File: src/rtl/demux_scan_sequencer.sv
// ---------------------------------------------------------------------------
// demux_scan_sequencer
//
// Purpose:
//   Upstream driver for an 8-way demux (1x2 tree, select s[2:0]). It steps the
//   select through channels 0..7 and holds each one for a programmable dwell
//   (dwell+1 cycles). While scanning, it gates a serial data bit onto the demux
//   input. It supports single-sweep and continuous modes. A one-cycle pulse
//   marks the end of each sweep, and a wrapping counter tracks completed sweeps.
//
// Optional feature:
//   SCAN_SKIP_MASK_EN - when defined, adds the i_ch_mask port. Channels whose
//   mask bit is 0 are skipped, and the last channel becomes the highest
//   enabled channel.
//
// Ports:
//   i_clk        in   1        rising-edge clock
//   i_rst        in   1        asynchronous, active-high reset
//   i_start      in   1        1-cycle sweep request, ignored while busy
//   i_stop       in   1        abort, return to IDLE at next edge
//   i_cont       in   1        continuous mode, sampled at each sweep end
//   i_dwell      in   DWELL_W  hold count per channel, latched on start
//   i_data_in    in   1        serial bit to route
//   i_ch_mask    in   8        channel enable mask (SCAN_SKIP_MASK_EN only)
//   o_sel        out  3        demux select, registered
//   o_dmx_in     out  1        demux input, registered
//   o_busy       out  1        high while ACTIVE
//   o_sweep_done out  1        1-cycle pulse at end of a sweep
//   o_sweep_cnt  out  SWEEP_W  completed sweeps, wraps to 0
// ---------------------------------------------------------------------------
module demux_scan_sequencer #(
    parameter int DWELL_W = 8,
    parameter int SWEEP_W = 8
) (
    input  logic               i_clk,
    input  logic               i_rst,
    input  logic               i_start,
    input  logic               i_stop,
    input  logic               i_cont,
    input  logic [DWELL_W-1:0] i_dwell,
    input  logic               i_data_in,
`ifdef SCAN_SKIP_MASK_EN
    input  logic [7:0]         i_ch_mask,
`endif
    output logic [2:0]         o_sel,
    output logic               o_dmx_in,
    output logic               o_busy,
    output logic               o_sweep_done,
    output logic [SWEEP_W-1:0] o_sweep_cnt
);

    typedef enum logic {
        IDLE,
        ACTIVE
    } state_t;

    state_t             r_state;
    state_t             w_stateNext;
    logic [2:0]         r_sel;
    logic [2:0]         w_selNext;
    logic               r_dmx;
    logic               w_dmxNext;
    logic               r_done;
    logic               w_doneNext;
    logic [SWEEP_W-1:0] r_sweepCnt;
    logic [SWEEP_W-1:0] w_sweepCntNext;
    logic [DWELL_W-1:0] r_dwell;
    logic [DWELL_W-1:0] w_dwellNext;
    logic [DWELL_W-1:0] r_cnt;
    logic [DWELL_W-1:0] w_cntNext;
    logic [7:0]         w_startMask;
    logic [7:0]         w_activeMask;

`ifdef SCAN_SKIP_MASK_EN
    logic [7:0]         r_mask;
    logic [7:0]         w_maskNext;

    assign w_startMask  = i_ch_mask;
    assign w_activeMask = r_mask;
`else
    assign w_startMask  = 8'hFF;
    assign w_activeMask = 8'hFF;
`endif

    // Lowest enabled channel: where a sweep begins.
    function automatic logic [2:0] firstCh(input logic [7:0] mask);
        logic [2:0] f;
        f = 3'd0;
        for (int i = 7; i >= 0; i--) begin
            if (mask[i]) f = 3'(i);
        end
        return f;
    endfunction

    // Highest enabled channel: its expiry ends the sweep.
    function automatic logic [2:0] lastCh(input logic [7:0] mask);
        logic [2:0] f;
        f = 3'd0;
        for (int i = 0; i <= 7; i++) begin
            if (mask[i]) f = 3'(i);
        end
        return f;
    endfunction

    // Next enabled channel above cur. Disabled channels cost no cycles.
    function automatic logic [2:0] nextCh(input logic [2:0] cur, input logic [7:0] mask);
        logic [2:0] f;
        f = cur;
        for (int i = 7; i >= 0; i--) begin
            if (mask[i] && (i > int'(cur))) f = 3'(i);
        end
        return f;
    endfunction

    // State and output registers. Every output comes straight from a flop.
    always_ff @(posedge i_clk or posedge i_rst) begin
        if (i_rst) begin
            r_state    <= IDLE;
            r_sel      <= 3'd0;
            r_dmx      <= 1'b0;
            r_done     <= 1'b0;
            r_sweepCnt <= '0;
            r_dwell    <= '0;
            r_cnt      <= '0;
`ifdef SCAN_SKIP_MASK_EN
            r_mask     <= 8'h00;
`endif
        end else begin
            r_state    <= w_stateNext;
            r_sel      <= w_selNext;
            r_dmx      <= w_dmxNext;
            r_done     <= w_doneNext;
            r_sweepCnt <= w_sweepCntNext;
            r_dwell    <= w_dwellNext;
            r_cnt      <= w_cntNext;
`ifdef SCAN_SKIP_MASK_EN
            r_mask     <= w_maskNext;
`endif
        end
    end

    // Next-state logic. Stop always beats channel expiry, so an aborted
    // sweep never reports done or bumps the counter.
    always_comb begin
        w_stateNext    = r_state;
        w_selNext      = r_sel;
        w_dmxNext      = 1'b0;
        w_doneNext     = 1'b0;
        w_sweepCntNext = r_sweepCnt;
        w_dwellNext    = r_dwell;
        w_cntNext      = r_cnt;
`ifdef SCAN_SKIP_MASK_EN
        w_maskNext     = r_mask;
`endif
        case (r_state)
            IDLE: begin
                w_selNext = 3'd0;
                w_cntNext = '0;
                if (i_start && !i_stop && (|w_startMask)) begin
                    w_stateNext = ACTIVE;
                    w_dwellNext = i_dwell;
                    w_selNext   = firstCh(w_startMask);
                    w_dmxNext   = i_data_in;
`ifdef SCAN_SKIP_MASK_EN
                    w_maskNext  = i_ch_mask;
`endif
                end
            end
            ACTIVE: begin
                if (i_stop) begin
                    w_stateNext = IDLE;
                    w_selNext   = 3'd0;
                    w_cntNext   = '0;
                end else begin
                    w_dmxNext = i_data_in;
                    if (r_cnt == r_dwell) begin
                        w_cntNext = '0;
                        if (r_sel == lastCh(w_activeMask)) begin
                            w_doneNext     = 1'b1;
                            w_sweepCntNext = r_sweepCnt + SWEEP_W'(1);
                            if (i_cont) begin
                                w_selNext = firstCh(w_activeMask);
                            end else begin
                                w_stateNext = IDLE;
                                w_selNext   = 3'd0;
                                w_dmxNext   = 1'b0;
                            end
                        end else begin
                            w_selNext = nextCh(r_sel, w_activeMask);
                        end
                    end else begin
                        w_cntNext = r_cnt + DWELL_W'(1);
                    end
                end
            end
            default: begin
                w_stateNext = IDLE;
                w_selNext   = 3'd0;
            end
        endcase
    end

    assign o_sel        = r_sel;
    assign o_dmx_in     = r_dmx;
    assign o_busy       = (r_state == ACTIVE);
    assign o_sweep_done = r_done;
    assign o_sweep_cnt  = r_sweepCnt;

endmodule
File: config.mk
export PLATFORM = sky130hd
export DESIGN_NAME = demux_scan_sequencer
export DESIGN_NICKNAME = d
export VERILOG_FILES = /design/src/rtl/demux_scan_sequencer.sv
export SDC_FILE = /design/constraint.sdc
export NUM_CORES = 1
export LEC_CHECK = 0
export CORE_UTILIZATION = 40
export CTS_CLUSTER_SIZE = 24
export DETAILED_ROUTE_END_ITERATION = 8
export GPL_TIMING_DRIVEN = 0
export PLACE_DENSITY_LB_ADDON = 0.2
export SYNTH_ARGS = -nofsm -noshare
export SYNTH_HDL_FRONTEND = slang
export SYNTH_SLANG_ARGS = --single-unit
File: constraint.sdc
create_clock -name i_clk -period 4.44 [get_ports i_clk]
set_clock_uncertainty 0.2 [all_clocks]
set_input_delay 0.888 -clock i_clk [delete_from_list [all_inputs] [get_ports i_clk]]
set_output_delay 0.888 -clock i_clk [all_outputs]
set_load 0.01 [all_outputs]
Yosys cells after proc, flatten, opt, wreduce, memory -nomap -nowiden
Index checks and enable logic that the tools add are counted.
Widths: inputs -> output; s select.
{"block": "classes", "reduce_logical": 5, "addsub": 2, "n_lt_le_gt_ge": 7, "n_mux": 33, "eq_ne": 4, "n_shift": 0, "mul": 0, "div": 0, "n_bitwise": 2}
{"operator": "$mux 3", "count": 13}
{"operator": "$add 8x1->8 const B", "count": 2}
{"operator": "$mux 8", "count": 2}
{"operator": "$pmux 8 s2", "count": 1}
{"operator": "$mux 1", "count": 14}
{"operator": "$gt 3x3->1 const A", "count": 4}
{"operator": "$ne 10x2->1 const B", "count": 1}
{"operator": "$eq 8x8->1", "count": 1}
{"operator": "$gt 2x3->1 const A", "count": 2}
{"operator": "$pmux 3 s2", "count": 1}
{"operator": "$pmux 1 s2", "count": 2}
{"operator": "$reduce_and 2->1", "count": 2}
{"operator": "$reduce_and 4->1", "count": 1}
{"operator": "$eq 3x3->1", "count": 1}
{"operator": "$gt 1x3->1 const A", "count": 1}
{"operator": "$ne 3x2->1 const B", "count": 1}
{"operator": "$not 1->1", "count": 2}
{"operator": "$logic_and 1x1->1", "count": 1}
{"operator": "$logic_not 1->1", "count": 1}
{"block": "word_totals", "latch_bits": 0, "rom_bits": 0, "ram_bits": 0, "out_inout_bits": 14, "inputBits": 14, "n_memories": 0, "wordCells": 60, "reg_bits": 30}

Logic depth before layout (Yosys ltp)
Gate-level depths: netlist of run 1.
{"block": "logic_depth", "depth_word": 12, "ltp_mapped": 6, "ltp_nobuf": 5}

Worst setup path after synthesis of run 1
No wires, ideal clock.
{"block": "synth_path", "path_type": "input port to flip-flop", "start": "in i_stop", "end": "reg r_sweepCnt[7] (netlist: o_sweep_cnt[7])", "cell_stages": 5, "slack_ns": 2.246, "setup_ns": 0.079, "n_path_buf": 0, "arrival_time_ns": 1.915, "required_ns": 4.161, "path_cell_list": "nand2b_1 -> nor2_1 -> nand4_4 -> nor4_4 -> xor2_1"}
{"block": "synth_between", "elab_chain_cells": 2}
{"element": "from (decl)", "line": "38", "text": "input logic i_stop,"}
{"element": "$not 1->1 (no line)"}
{"element": "$reduce_and 4->1 (no line)"}
{"element": "to (signal assigned)", "line": "133", "text": "r_sweepCnt <= w_sweepCntNext;"}
{"element": "to (decl)", "line": "65", "text": "logic [SWEEP_W-1:0] r_sweepCnt;"}
No other way between the ends.
A chain may end at the register's enable or synchronous reset.

Final worst setup path of run 1
{"block": "layout_path", "start": "reg r_sel[0] (netlist: o_sel[0])", "end": "out o_sel[0]"}
{"element": "from (decl)", "line": "59", "text": "logic [2:0] r_sel;"}
{"element": "from (signal assigned)", "line": "130", "text": "r_sel <= w_selNext;"}
{"element": "to (decl)", "line": "45", "text": "output logic [2:0] o_sel,"}
No word-level cell between the ends.

==> results of run 1 <==
==> power by group through the flow <==
stage | Combinational, mW | Sequential (mW) | Clock [mW]
floorplan | 0.0530 | 0.308 | 0
detailed placement | 0.0761 | 0.311 | 0
finish | 0.0752 | 0.305 | 0.211
CTS | 0.0774 | 0.305 | 0.218
global placement | 0.0743 | 0.310 | 0
global route | 0.0834 | 0.308 | 0.230
==> area by class of cell <==
class,instances,area (um2)
inverter,5,18.8
timing repair buffer,27,270
sequential,30,751
tap,46,57.6
clock buffer,5,37.5
clock inverter,3,40.0
multi-input combinational,80,624
buffer,2,7.51
fill,306,1530
==> registers in the layout, indices dropped and copies added (netlist names) <==
signal        cells
o_sel             3
o_dmx_in          1
r_dwell           8
r_cnt             8
o_sweep_cnt       8
o_busy            1
o_sweep_done      1
==> worst paths after layout <==
path,endpoint,slack [ps],cells after the start
setup / recovery,o_sel[0],1950,1
hold / removal,o_sweep_cnt[7],270,1
setup reg to reg,o_sweep_cnt[6],2330,5
hold reg to reg,o_sweep_cnt[7],270,1
max in group asynchronous,r_cnt[5],2430,2
min in group asynchronous,o_sweep_cnt[5],930,2
==> kinds of logic (layout without fill, tap and decap cells) <==
group / count (synthesis) / after routing
XOR/XNOR: 24 / 24
flip-flops: 30 / 30
buffers and inverters: 7 / 42
adder cells (fa/ha/maj): 2 / 2
AND/OR/NAND/NOR: 43 / 43
AO/OA/AOI/OAI: 2 / 2
multiplexers: 9 / 9
==> layer usage <==
layer / track usage, % / part of all wire, % / vias up
li1: - / - / 450
met5: 0 / 0 / -
met2: 25.5 / 51 / 19
met4: 8.77 / 2.4 / 0
met1: 16.2 / 42 / 438
met3: 4.41 / 4.2 / 8
==> cell usage in the layout (no fill, tap or decap), types with 2 or more instances in the layout <==
cell type | synthesis | routed
ha_1 | 2 | 2
xor2_1 | 18 | 18
clkbuf_1 | 2 | 2
nor2_1 | 16 | 16
xnor2_1 | 6 | 6
dfrtp_1 | 30 | 30
clkbuf_4 | 0 | 5
inv_1 | 5 | 5
nand2_1 | 6 | 6
nand3_1 | 6 | 6
nor3b_1 | 2 | 2
mux2_2 | 9 | 9
clkinv_2 | 0 | 2
nor4_4 | 3 | 3
or2_2 | 3 | 3
clkdlybuf4s50_1 | 0 | 27
==> metrics.md, run 1 <==
| Metric | Value |
|---|---|
| Outcome | complete, no violations |
| Synth Area in Simple Gates | 19.6% |
| Synth top area share | between 50% and 60% |
| Worst path buffer plus inverter count | 1 |
| Syn_nets | between 100 and 150 |
| H-Tree Depth | 2 |
| # hold bufs at CTS | 0 |
| Core area | approximately 0.0033 mm2 |
| Commonest cells in the netlist | dfrtp_1, xor2_1, nor2_1 |
| Final Instance Area | around 0.0018 mm2 |
| Worst vdd ir | just over 0.2 mV |
| Final worst slack | approximately 2000 ps |
| Area post-placement | around 0.0017 mm2 |
| Leak | between 0.8 and 0.9 nW |
| Worst-Skew Late Latency | around 330 ps |
| Longest Clk Path Bufs | 2 |
| Register area share after synthesis | ~54% |
| Die Height | around 60 um |
| Slew headroom | between 20% and 30% |
| Initial Util | around two fifths |
| Tcrit/Tclk final | a little under three fifths |
| CP top delay family | buffers and inverters |
| Die Area | 0.00374 mm2 |
| Xor and xnor area share after synthesis | ~15% |
| Pre-CTS WS | around 1600 ps |
| # rows | 21 |
| Clock share of power | between 30% and 40% |
| Data arrival, critical path | around 1400 ps |
| Synth Cell Area | around 0.0014 mm2 |
| Main combinational cell family by area after synthesis | simple AND/OR/NAND/NOR gates |
| Post-synthesis cell count | 117 |
| Cell Count, Final, Fillers Out | ~200 |
| Final Util | between 50 and 60% |
| GRT Residual Overflow | 0 |
| Max frequency | between 400 and 500 MHz |
| RR Startpoint | r_cnt[4] |
| Reg power frac | about half |
| Placed cell count | 190 |
| Combinational share of power | around an eighth |
| Post-synth cell types | 22 |
| First-pass GRT wire length | 3.89 mm |
| All-layer global routing usage | ~15% |
| Max_cap viols | 0 |
| Minimum clock period | between 2000 and 2500 ps |
| Routed Antenna Nets | 0 |
| Syn avg cell area | around 12 um2 |
| HP Class | register to register |
| Clock sinks | 30 |
| Pint | ~0.45 mW |
| Final Hold Vio Count | 0 |
| Min-delay src | o_sweep_cnt[7] |
| Clk slew on worst S/H paths | ~100 ps |
| Final-stage net count | 167 |
| Drt pass-1 iters | 3 |
| Routability congestion estimate | slightly below 0.8 |
| Num CTS Buffers | 5 |
| RSZ-0062 raised after global routing | no |
| Syn-to-layout area delta | 28.9% |
| Net Switching | 0.143 mW |
| EDFF count, synth | 0 |
| Initial antenna violation count | 0 |
| Routed wire length | 2.38 mm |
| Sw Ratio | about a quarter |
| Setup tns final | 0 ps |
| Crit-path slowest cell | clkdlybuf4s50_1 |
| Critical path, cell by cell | clkdlybuf4s50_1 |
| Top cells by area, synth | dfrtp_1, xor2_1, mux2_2, nor4_4, nor2_1 |
| CTS tree | done |
| DRC Markers | 0 |
| Ports | 28 |
| Slowest stage delay, CP | between 500 and 600 ps |
| Crit path capture type | output pin |
| Share of cells above drive strength 1 | roughly 17% |
| Synth area leader | dfrtp_1 |
| Via Count | a little over 900 |
| Compound-cell area share of the yosys netlist | 0.893% |
| #FFs+latches synth | 30 |
| Final Power | between 0.5 and 0.6 mW |
| Die X | just over 60 um |
| Worst Path Max Fanout | 6 |
| Dpl hpwl | about 1.8 mm |
| Fin Hold WS | between 200 and 300 ps |
| Most numerous cell in the Yosys netlist | dfrtp_1 |
| Dominant synthesized flop cell | dfrtp_1 |
| Max Slew Vio Count | 0 |
| Least-Margin Pin Slew | around 1100 ps |
| Antenna Diode Count | 0 |
| # Post-CTS Setup Buffers | 0 |
| Post_cts resized | 0 |
| Mux cell area share after synthesis | 7.23% |
| Pwr dens | about 330 mW/mm2 |
| Input/output buffers | 27 |
| Adder-cell share of the synthesized area | roughly 1.8% |
| Root buf cell | clkbuf_4 |
| Ys Warns | 0 |
| Vias per cell | between 4 and 5 |
| Crit path launch type | register |
| CP required | between 3000 and 4000 ps |
| Largest net degree at the start of global routing | 31 |
| Async SR Flop Fraction | 100% |
| Final setup vio count | 0 |
| Drt wl/cell | ~12 um |
| Crit path kind | register to output pin |
| Vias in the first global route | ~900 |
| Worst setup startpoint | o_sel[0] |
| DRT iter0 DRCs | 22 |
No activity file was read; power rests on OpenSTA's default activity.
==> run 2: changes to the inputs <==
- clock period: 4.44 -> 2.25 ns (I/O delays scaled with it)
==> run 2 against run 1 <==
Largest cell class unchanged. Sequential power grew 97%. Non-clock buffer count unchanged. First-iteration DRC count did not move.
==> metrics.md, run 2 (synthesized netlist as in run 1, its figures left out) <==
| Metric | Value |
|---|---|
| Slew headroom | 26.2% (was 26.1%) |
| DRT iter0 DRCs | 22 (unchanged) |
| GRT Residual Overflow | 0 (unchanged) |
| Minimum clock period | 2100 ps |
| Area of the multi-input gates | 624 um2 (unchanged) |
| Final Util | 54.1% (unchanged) |
| CP required | 2310 ps (was 3350 ps) |
| RR Startpoint | r_cnt[3] (was r_cnt[4]) |
| Input/output buffers | 27 (unchanged) |
| Syn-to-layout area delta | 28.9% (unchanged) |
| # rows | 21 (unchanged) |
| Net Switching | 0.283 mW (was 0.143 mW) |
| Share of cells above drive strength 1 | 17.1% (unchanged) |
| HP Class | register to register (unchanged) |
| Initial Util | 42.0% (unchanged) |
| Flop2flop setup slack | 150 ps (was 2330 ps) |
| Vias per cell | 4.62 (unchanged) |
| Clock share of power | 35.7% (about the same) |
| Final Hold Vio Count | 0 (unchanged) |
| Sw Ratio | 24.3% (was 24.2%) |
| Dpl hpwl | 1.77 mm (unchanged) |
| # Post-CTS Setup Buffers | 0 (unchanged) |
| Die Height | 61.2 um (unchanged) |
| Max Slew Vio Count | 0 (unchanged) |
| Outcome | complete, no violations (unchanged) |
| Cell count of the worst reg-to-reg path | 5 (unchanged) |
| Reg power frac | 51.6% (about the same) |
| Drt wl/cell | 12.1 um (was 12.0 um) |
| Vias in the first global route | 910 (unchanged) |
| Crit path capture type | register (was output pin) |
| Routability congestion estimate | 0.775 (unchanged) |
| Worst Path Max Fanout | 9 (was 6) |
| Commonest non-fill, non-tap cell in the layout | dfrtp_1 (unchanged) |
| Cell Count, Final, Fillers Out | 198 (unchanged) |
| Root buf cell | clkbuf_4 (unchanged) |
| Routed wire length | 2.39 mm (was 2.38 mm) |
| Leak | 0.822 nW (about the same) |
| Die Area | 0.00374 mm2 (unchanged) |
| Worst vdd ir | 0.409 mV (was 0.207 mV) |
| CTS tree | done (unchanged) |
| Tcrit/Tclk final | approximately 93% |
| First-pass GRT wire length | 3.89 mm (unchanged) |
| Register area | 751 um2 (unchanged) |
| FILL cells | 306 (unchanged) |
| Antenna Diode Count | 0 (unchanged) |
| Most frequent cells in the layout | dfrtp_1, clkdlybuf4s50_1, xor2_1 (unchanged) |
| Placed cell count | 190 (unchanged) |
| Crit path kind | register to register (was register to output pin) |
| Drt pass-1 iters | 3 (unchanged) |
| Largest net degree at the start of global routing | 31 (unchanged) |
| Clock sinks | 30 (unchanged) |
| Final setup vio count | 0 (unchanged) |
| Max_cap viols | 0 (unchanged) |
| DRC Markers | 0 (unchanged) |
| Reg-to-Reg End | o_sweep_cnt[6] (unchanged) |
| Clk slew on worst S/H paths | 100 ps (about the same) |
| Hold EP | o_sweep_cnt[7] (unchanged) |
| Initial antenna violation count | 0 (unchanged) |
| Pint | 0.884 mW (was 0.448 mW) |
| Final-stage net count | 167 (unchanged) |
| Combinational share of power | 12.8% (was 12.7%) |
| RSZ-0062 raised after global routing | no (unchanged) |
| Data arrival, critical path | 2150 ps (was 1400 ps) |
| Min-delay src | o_sweep_cnt[7] (unchanged) |
| Worst-Skew Late Latency | 330 ps (about the same) |
| Worst Hold Depth | 1 (unchanged) |
| Ports | 28 (unchanged) |
| Post_cts resized | 0 (unchanged) |
| # hold bufs at CTS | 0 (unchanged) |
| Least-Margin Pin Slew | 1110 ps (about the same) |
| Num CTS Buffers | 5 (unchanged) |
| Crit path launch type | register (unchanged) |
| Fin Hold WS | 273 ps (unchanged) |
| Die X | 61.2 um (unchanged) |
| Core area | 0.00334 mm2 (unchanged) |
| All-layer global routing usage | 14.8% (unchanged) |
| Via Count | 915 (unchanged) |
| Routed Antenna Nets | 0 (unchanged) |
| Longest Clk Path Bufs | 2 (unchanged) |
| Pwr dens | 646 mW/mm2 (was 327 mW/mm2) |
| H-Tree Depth | 2 (unchanged) |
| Max frequency | 477 MHz |
[run 2: through the flow]
| step | total power [mW] | cell area [um2] | setup WS [ps] | setup TNS [ps] |
|---|---|---|---|---|
| global placement | 0.758 | 1730 | -63.1 | -120 |
| detailed placement | 0.763 | 1730 | -130 | -219 |
| floorplan | 0.712 | 1400 | 337 | 0 |
| global route | 1.23 | 1810 | 3.12 | 0 |
| CTS | 1.19 | 1810 | 103 | 0 |
| finish | 1.17 | 1810 | 155 | 0 |
[run 2: power by group through the flow]
stage / Clock, mW / Combinational, mW / Sequential, mW
final: 0.417 / 0.149 / 0.602
after global placement: 0 / 0.147 / 0.611
after global routing: 0.453 / 0.165 / 0.607
after floorplan: 0 / 0.105 / 0.608
after CTS: 0.430 / 0.153 / 0.602
after detailed placement: 0 / 0.150 / 0.613
[run 2: worst max path at each step]
stage | start | endpoint | slack [ps]
final | r_cnt[3] | o_sweep_cnt[6] | 150
after global routing | r_cnt[0] | o_sweep_cnt[6] | 3
after CTS | r_cnt[4] | o_sweep_cnt[6] | 100
after detailed placement | i_stop | o_sweep_cnt[6] | -130
after global placement | i_stop | o_sweep_cnt[7] | -60
after floorplan | r_cnt[3] | o_sweep_cnt[7] | 340
[run 2: area by class of cell]
cell class,instances,share of cell area [%]
sequential,30,41.6
timing repair buffer,27,15.0
clock buffer,5,2.08
clock inverter,3,2.22
inverter,5,1.04
tap,46,3.19
multi-input combinational,80,34.6
buffer,2,0.416
[run 2: per-layer routing]
metal	up-vias	track usage, %	part of all wire [%]	wire, um
li1	450	-	-	-
met5	-	0	0	0
met3	8	4.41	4.2	100
met2	19	25.5	51	1220
met1	438	16.2	42	1010
met4	0	8.77	2.4	57
[run 2: critical path, cell delays in order (launching register included)]
cell and delay [ps]:
dfrtp_1 440, xor2_1 210, nor4_4 390, nand4_4 250
nor4_2 350, xor2_1 180
